<file path="src/rtl/i2c_pkg.sv">
// Shared types and constants for the I2C script/result buffer.
package i2c_pkg;

  localparam int SAW_DEF = 6;
  localparam int RAW_DEF = 5;

  // A zero length byte ends the script; also served once the script pointer overflows.
  localparam logic [7:0] TERM_BYTE = 8'h00;

  typedef enum logic [2:0] {
    S_IDLE,
    S_ARM,
    S_WAIT_BUSY,
    S_RUN,
    S_FINISH
  } state_e;

endpackage

</file>
<file path="src/rtl/i2c_buf_ram.sv">
// Single-write-port byte RAM with either combinational or registered read.
module i2c_buf_ram #(
  parameter int DW       = 8,
  parameter int AW       = 6,
  parameter bit REG_READ = 1'b0
) (
  input  logic          i_clk,
  input  logic          i_rst_n,
  input  logic          i_we,
  input  logic [AW-1:0] i_waddr,
  input  logic [DW-1:0] i_wdata,
  input  logic [AW-1:0] i_raddr,
  output logic [DW-1:0] o_rdata
);

  logic [DW-1:0] r_mem [2**AW];

  // NOTE: the storage array is deliberately not reset so it maps onto RAM rather than flops.
  always_ff @(posedge i_clk) begin
    if (i_we) r_mem[i_waddr] <= i_wdata;
  end

  generate
    if (REG_READ) begin : g_reg_read
      logic [DW-1:0] r_rdata;

      always_ff @(posedge i_clk or negedge i_rst_n) begin
        if (!i_rst_n) r_rdata <= '0;
        else          r_rdata <= r_mem[i_raddr];
      end

      assign o_rdata = r_rdata;
    end else begin : g_async_read
      logic w_unused_rst;

      assign w_unused_rst = i_rst_n;
      assign o_rdata      = r_mem[i_raddr];
    end
  endgenerate

endmodule

</file>
<file path="src/rtl/i2c_script_buf.sv">
// Streams a CPU-written transaction script to the I2C master and captures its read-back bytes.
module i2c_script_buf
  import i2c_pkg::*;
#(
  parameter int SAW = SAW_DEF,
  parameter int RAW = RAW_DEF
) (
  input  logic           CLK,
  input  logic           RESET_N,
  input  logic           SWE,
  input  logic [SAW-1:0] SADDR,
  input  logic [7:0]     SWDATA,
  input  logic [RAW-1:0] RADDR,
  output logic [7:0]     RDATA,
  input  logic           GO,
  output logic           RUNNING,
  output logic           DONE,
  output logic [RAW:0]   RCOUNT,
  output logic           SOVF,
  output logic           ROVF,
  output logic           M_START,
  input  logic           M_BUSY,
  output logic [7:0]     M_DATA_IN,
  input  logic           M_RD_ADV,
  input  logic           M_WR_ADV,
  input  logic [7:0]     M_DATA_OUT
);

  localparam logic [SAW-1:0] RPTR_LAST = '1;

  state_e         r_state, w_next;
  logic [SAW-1:0] r_rptr;
  logic [RAW:0]   r_wptr;
  logic           r_done, r_sovf, r_rovf;
  logic           w_start, w_idle, w_active, w_go, w_swe;
  logic           w_rd_adv, w_wr_adv, w_res_full, w_res_we;
  logic [7:0]     w_script_byte;

  assign w_idle     = (r_state == S_IDLE);
  assign w_active   = (r_state == S_WAIT_BUSY) || (r_state == S_RUN);
  assign w_go       = GO && w_idle;
  assign w_swe      = SWE && w_idle;
  assign w_rd_adv   = M_RD_ADV && w_active;
  assign w_wr_adv   = M_WR_ADV && w_active;
  assign w_res_full = r_wptr[RAW];
  assign w_res_we   = w_wr_adv && !w_res_full;

  always_ff @(posedge CLK or negedge RESET_N) begin
    if (!RESET_N) r_state <= S_IDLE;
    else          r_state <= w_next;
  end

  // NOTE: every output of this block gets a default first, so no path can infer a latch.
  always_comb begin
    w_next  = r_state;
    w_start = 1'b0;
    case (r_state)
      S_IDLE:      if (w_go) w_next = S_ARM;
      S_ARM: begin
        w_start = 1'b1;
        w_next  = S_WAIT_BUSY;
      end
      S_WAIT_BUSY: if (M_BUSY) w_next = S_RUN;
      S_RUN:       if (!M_BUSY) w_next = S_FINISH;
      S_FINISH:    w_next = S_IDLE;
      default:     w_next = S_IDLE;
    endcase
  end

  // Pointers and sticky flags; the overflowed read pointer parks on the last address.
  always_ff @(posedge CLK or negedge RESET_N) begin
    if (!RESET_N) begin
      r_rptr <= '0;
      r_wptr <= '0;
      r_done <= 1'b0;
      r_sovf <= 1'b0;
      r_rovf <= 1'b0;
    end else if (w_go) begin
      r_rptr <= '0;
      r_wptr <= '0;
      r_done <= 1'b0;
      r_sovf <= 1'b0;
      r_rovf <= 1'b0;
    end else begin
      if (w_rd_adv) begin
        if (r_rptr == RPTR_LAST) r_sovf <= 1'b1;
        else                     r_rptr <= r_rptr + SAW'(1);
      end
      if (w_wr_adv) begin
        if (w_res_full) r_rovf <= 1'b1;
        else            r_wptr <= r_wptr + (RAW + 1)'(1);
      end
      if (r_state == S_FINISH) r_done <= 1'b1;
    end
  end

  i2c_buf_ram #(.DW(8), .AW(SAW), .REG_READ(1'b0)) u_script_ram (
    .i_clk   (CLK),
    .i_rst_n (RESET_N),
    .i_we    (w_swe),
    .i_waddr (SADDR),
    .i_wdata (SWDATA),
    .i_raddr (r_rptr),
    .o_rdata (w_script_byte)
  );

  i2c_buf_ram #(.DW(8), .AW(RAW), .REG_READ(1'b1)) u_result_ram (
    .i_clk   (CLK),
    .i_rst_n (RESET_N),
    .i_we    (w_res_we),
    .i_waddr (r_wptr[RAW-1:0]),
    .i_wdata (M_DATA_OUT),
    .i_raddr (RADDR),
    .o_rdata (RDATA)
  );

  assign M_DATA_IN = r_sovf ? TERM_BYTE : w_script_byte;
  assign M_START   = w_start;
  assign RUNNING   = !w_idle;
  assign DONE      = r_done;
  assign RCOUNT    = r_wptr;
  assign SOVF      = r_sovf;
  assign ROVF      = r_rovf;

endmodule

</file>
<file path="config.mk">
export PLATFORM = sky130hd
export DESIGN_NAME = i2c_script_buf
export DESIGN_NICKNAME = d
export VERILOG_FILES = /design/src/rtl/i2c_pkg.sv /design/src/rtl/i2c_buf_ram.sv /design/src/rtl/i2c_script_buf.sv
export SDC_FILE = /design/constraint.sdc
export NUM_CORES = 1
export LEC_CHECK = 0
export BUFFER_PORTS_ARGS = -buffer_cell sky130_fd_sc_hd__buf_2
export CORE_UTILIZATION = 55
export CTS_CLUSTER_DIAMETER = 150
export DETAILED_ROUTE_END_ITERATION = 8
export HOLD_SLACK_MARGIN = 0.15
export PLACE_DENSITY = 0.71
export REMOVE_ABC_BUFFERS = 1
export SETUP_SLACK_MARGIN = 0.2
export SYNTH_ARGS = -nofsm -noshare
export SYNTH_HDL_FRONTEND = slang
export SYNTH_SLANG_ARGS = --single-unit
</file>
<file path="constraint.sdc">
create_clock -name CLK -period 6.26 [get_ports CLK]
set_input_delay 1.252 -clock CLK [delete_from_list [all_inputs] [get_ports CLK]]
set_output_delay 1.252 -clock CLK [all_outputs]
set_load 0.05 [all_outputs]
</file>
# Word level (Yosys, flattened, before mapping)
# Memory sizes are Yosys's and may differ from the RTL's. A register that Yosys moved wholly into a read port is not among the register bits.
# Index checks and enable logic that the tools add are counted.
[word_totals]
word_cells = 65
in_bits = 34
n_memories = 2
ram_bits = 768
output_inout_bits = 27
regBits = 18
[mem_list]
columns = ["name", "words", "word_bits", "rd", "rd_ports_with_merged_regs", "wr", "line_no", "rtl"]
rows = [
  ["u_script_ram.r_mem", 64, 8, 1, 0, 1, "i2c_buf_ram.sv:16", "logic [DW-1:0] r_mem [2**AW];"],
  ["u_result_ram.r_mem", 32, 8, 1, 1, 1, "i2c_buf_ram.sv:16", ""],
]
[op_classes]
mux = 24
add_sub_neg = 2
eq_ne = 10
n_reduce_logical = 20
[ops]
columns = ["cell", "count"]
rows = [
  ["$mux 6", 6],
  ["$mux 1", 13],
  ["$add 6x1->6 const B", 2],
  ["$pmux 3 s4", 1],
  ["$reduce_bool 2->1", 5],
  ["$mux 3", 3],
  ["$mux 8", 1],
  ["$reduce_and 2->1", 4],
  ["$eq 3x2->1 const B", 2],
  ["$eq 6x6->1 const B", 1],
  ["$ne 2x2->1 const B", 3],
  ["$logic_and 1x1->1", 5],
  ["$ne 2x1->1 const B", 2],
  ["$eq 3x1->1 const B", 1],
  ["$eq 3x3->1 const B", 1],
  ["$logic_not 1->1", 3],
  ["$logic_not 3->1", 1],
  ["$reduce_and 3->1", 1],
  ["$logic_or 1x1->1", 1],
]

# Logic depth before layout (Yosys ltp)
[logic_depth]
ltp_word = 6
ltp_mapped = 9
ltp_nobuf = 5

# Cells and area by module
# From an unflattened synthesis, not the netlist that was laid out.
[hier_totals]
cells_unflattened = 1440
hier_area_um2 = 31056.0
[by_module_without_submodules]
columns = ["module", "cells_each", "instances", "seq_area_each_um2", "area_each_um2"]
rows = [
  ["i2c_buf_ram at u_script_ram", 932, 1, 15374.7, 20006.7],
  ["i2c_buf_ram at u_result_ram", 417, 1, 7887.6, 10093.4],
  ["i2c_script_buf", 91, 1, 450.4, 955.9],
]

# Least setup slack after synthesis
# Ideal clock, no wire load.
[synth_timing]
path_kind = "register -> output"
startpoint = "register r_rptr[1]"
endpoint = "output port M_DATA_IN[1]"
setup_slack_ns = 2.644
stages_incl_launch_ff = 10
path_buffers = 4
t_required_ns = 5.008
arrival_ns = 2.364
cell_sequence = "dfrtp_1 -> buf_4 -> buf_4 -> buf_4 -> buf_2 -> mux4_2 -> mux2i_1 -> nand3_1 -> o311ai_0 -> o2bb2ai_1"
[synth_via]
elab_chain_cells = 2
[synth_rtl]
columns = ["item", "line_no", "rtl"]
rows = [
  ["start: declaration", "i2c_script_buf.sv:32", "logic [SAW-1:0] r_rptr;"],
  ["start signal: assignment", "i2c_script_buf.sv:87", "else r_rptr <= r_rptr + SAW'(1);"],
  ["$mem_v2 64x8", "n/a", ""],
  ["$mux 8", "i2c_script_buf.sv:117", "assign M_DATA_IN = r_sovf ? TERM_BYTE : w_script_byte;"],
  ["end: declaration", "i2c_script_buf.sv:23", "output logic [7:0] M_DATA_IN,"],
]
# Every way passes these cells.

# Final worst setup path
[layout_timing]
startpoint = "register r_rptr[0]"
endpoint = "output port M_DATA_IN[1]"
# The elaborated chain is that of the path after synthesis.

==> impl_metrics.toml <==
[status]
status = "finished clean"

[clocking]
cts_setup_buffers = 0
clk_latency_ns = 0.64
clock-root-buffer = "clkbuf_16"
htree_levels = 3
clk_pin_slew_ns = 0.06
cts_resized = 0
cts_tree = "done"
clock_sinks = 794
cts_made_buffers = 79
cts.path.max_buffers = 3
cts_hold_buf = 0

[die]
die_h_um = 239
start_util = 0.558
io-pin-count = 61
die-area_um2 = 57100
die_w_um = 239
core_region_area_um2 = 55300
fp-row-count = 86

[drt]
vias_per_cell = 6.31
wire_per_inst_um = 28.8
drt-initial-drc-count = 1541
postRouteAntennaNets = 0
drc = 0
firstDrtPassIters = 5
vias = 14700
wirelength_um = 67300

[finish]
instances_no_fill = 2337
nFillCells = 3780
diodes = 0
nNetsFinal = 1566
layout-drive-gt1-share = 0.255
areaGrowthSynthToFinish_pct = 11.5

[setup_path]
r2r_cells = 4
critical_path.max_stage_delay_ns = 0.97
r2r_start = "r_state[1]"
critPathCaptureType = "output pin"
required_ns = 5.01
worst-path-max-fanout = 46
path_buf_inv = 2
crit_family = "flip-flops"
path_class = "register to output pin"
r2r_setup_slack_ns = 3.10
r2r-end = "u_script_ram.r_mem[31][0]"
worstPathCellList = "buf_4 > mux4_2 > mux2i_1 > nand3_1 > o311ai_0 > o2bb2ai_1 > buf_2"
cp-start-kind = "register"
critical_path.slowest_cell = "dfrtp_4"
cp.arrival_ns = 3.82

[synthesis]
ys_seq_area_frac = 0.768
synth_cell_types = 46
syn_avg_cell_area_um2 = 21.4
synth_cells = 1444
synth.area.top_cells = "edfxtp_1 75%, mux4_2 14%, dfrtp_1 2.1%"
yosys-top-cells-count = "768 x edfxtp_1, 191 x mux4_2, 124 x nor2_1, 54 x mux2i_1"
async_flop_share = 0.0327
ys_ff_latch = 794
yosys.area.top_type = "edfxtp_1"
synthFlopType = "edfxtp_1"
synth_edf_count = 768
synth_area_um2 = 30900
synth_top_area_frac = 0.747
yosys_warnings = 0
yosysMostFrequentCell = "edfxtp_1"

[worst_hold_path]
worstHoldStart = "ROVF"
min_to = "ROVF"
hold_path.class = "register to register"
whs_path_depth = 2

[global_route]
grt_max_degree = 65
grt_usage = 0.244
grt_pass1_wl_um = 99800
grt-ovfl-total = 0
grt_antenna_before_repair = 0
grt_pass1_vias = 15200

[sta]
setup_viol = 0
hold_ws_ns = 0.508
fin_skew_ns = 0.0298
rsz0062_at_grt = "false"
hold_viol_final = 0
report.final.slew_viol_count = 0
slew_headroom = 0.156
worstMarginPinSlew_ns = 1.27
fin_crit_sh = 0.810
clock.fmax_ghz = 0.197
fin_crit_ns = 5.07

[place]
place_inst = 2194
place.gp.congestion = 0.851
dpl.hpwl_um = 40100
portBuffers = 60

[pwr]
ir_drop_mv = 0.314
p_total_mw = 13.2
power_leakage_nw = 10.7
power_density_nw_per_um2 = 384

[flow_run]
max_cap_violations = 0
==> cells in the final DEF (no fill, tap or decap), drive strengths merged, types with 3 or more instances in the layout <==
cell type | Yosys | final
edfxtp | 768 | 768
mux4 | 191 | 191
nor2 | 124 | 124
clkbuf | 21 | 101
buf | 56 | 79
mux2i | 54 | 54
clkinv | 1 | 31
nand2 | 26 | 26
dfrtp | 26 | 26
a22oi | 23 | 23
mux2 | 16 | 16
nand3 | 13 | 13
a21oi | 12 | 12
a211oi | 12 | 12
a22o | 10 | 10
nand3b | 10 | 10
o22ai | 10 | 10
nor2b | 9 | 9
bufinv | 0 | 8
o221ai | 7 | 7
or3b | 6 | 6
xor2 | 6 | 6
inv | 3 | 6
nand4 | 5 | 5
ha | 5 | 5
and2 | 4 | 4
a31oi | 4 | 4
or3 | 3 | 3
==> routing by layer <==
layer | global-route usage | part of all wire | vias up
met2 | 0.399 | 0.50 | 657
met5 | 0 | 0 | -
met4 | 0.0946 | 0.036 | 0
met1 | 0.328 | 0.39 | 7791
met3 | 0.0467 | 0.070 | 134
li1 | - | - | 6165
==> worst min-delay path, cell delays in order (launching register included) <==
cell	delay [ns]
dfrtp_1	0.35
a31oi_1	0.04
nor2_1	0.08
==> metrics by stage <==
step                      worst slack (ns)  area (um2)  utilization  TNS (ns)
after CTS                             1.13       34400        0.622         0
after global placement                1.88       31900        0.576         0
after detailed placement              1.82       31900        0.576         0
final                                 1.19       34400        0.622         0
after global routing                 0.968       34400        0.622         0
after floorplan                     -0.863       30500            -     -5.59
==> power breakdown <==
group          internal [mW]  total [mW]  switching (mW)
Clock                   2.70        4.68            1.98
Sequential              5.93        6.19           0.259
Combinational          0.998        2.36            1.36
==> flip-flops by register name, summed over array words and instances, names as in the netlist, 3 cells and up <==
name	count
r_state	3
u_result_ram.r_mem	256
u_result_ram.o_rdata	8
u_script_ram.r_mem	512
r_rptr	6
RCOUNT	6
==> logic make-up after synthesis <==
logic type,after synthesis,share of synthesized area
xor+xnor,8,0.00227
simple gates,204,0.0296
flops,794,0.768
mux,261,0.163
compound gates,91,0.0216
fa+ha+maj,5,0.00203
buf+inv,81,0.0134
==> cell type report <==
| class | count | area, um2 | area share |
|---|---|---|---|
| Clock inverter | 42 | 469 | 0.0136 |
| Tap cell | 748 | 936 | 0.0272 |
| Inverter | 4 | 15.0 | 0.000436 |
| Sequential cell | 794 | 23700 | 0.689 |
| Timing Repair Buffer | 79 | 458 | 0.0133 |
| Clock buffer | 101 | 2080 | 0.0605 |
| Multi-Input combinational cell | 569 | 6730 | 0.196 |
==> how the worst max path moves through the flow <==
stage	slack, ns	startpoint	cells past startpoint	to
floorplan	-0.86	r_rptr[1]	5	M_DATA_IN[1]
global placement	1.88	r_rptr[0]	7	M_DATA_IN[1]
detailed placement	1.82	r_rptr[1]	7	M_DATA_IN[7]
CTS	1.13	r_rptr[1]	7	M_DATA_IN[7]
global route	0.97	r_rptr[0]	7	M_DATA_IN[1]
finish	1.19	r_rptr[0]	7	M_DATA_IN[1]
(Power assumes the default switching activity.)
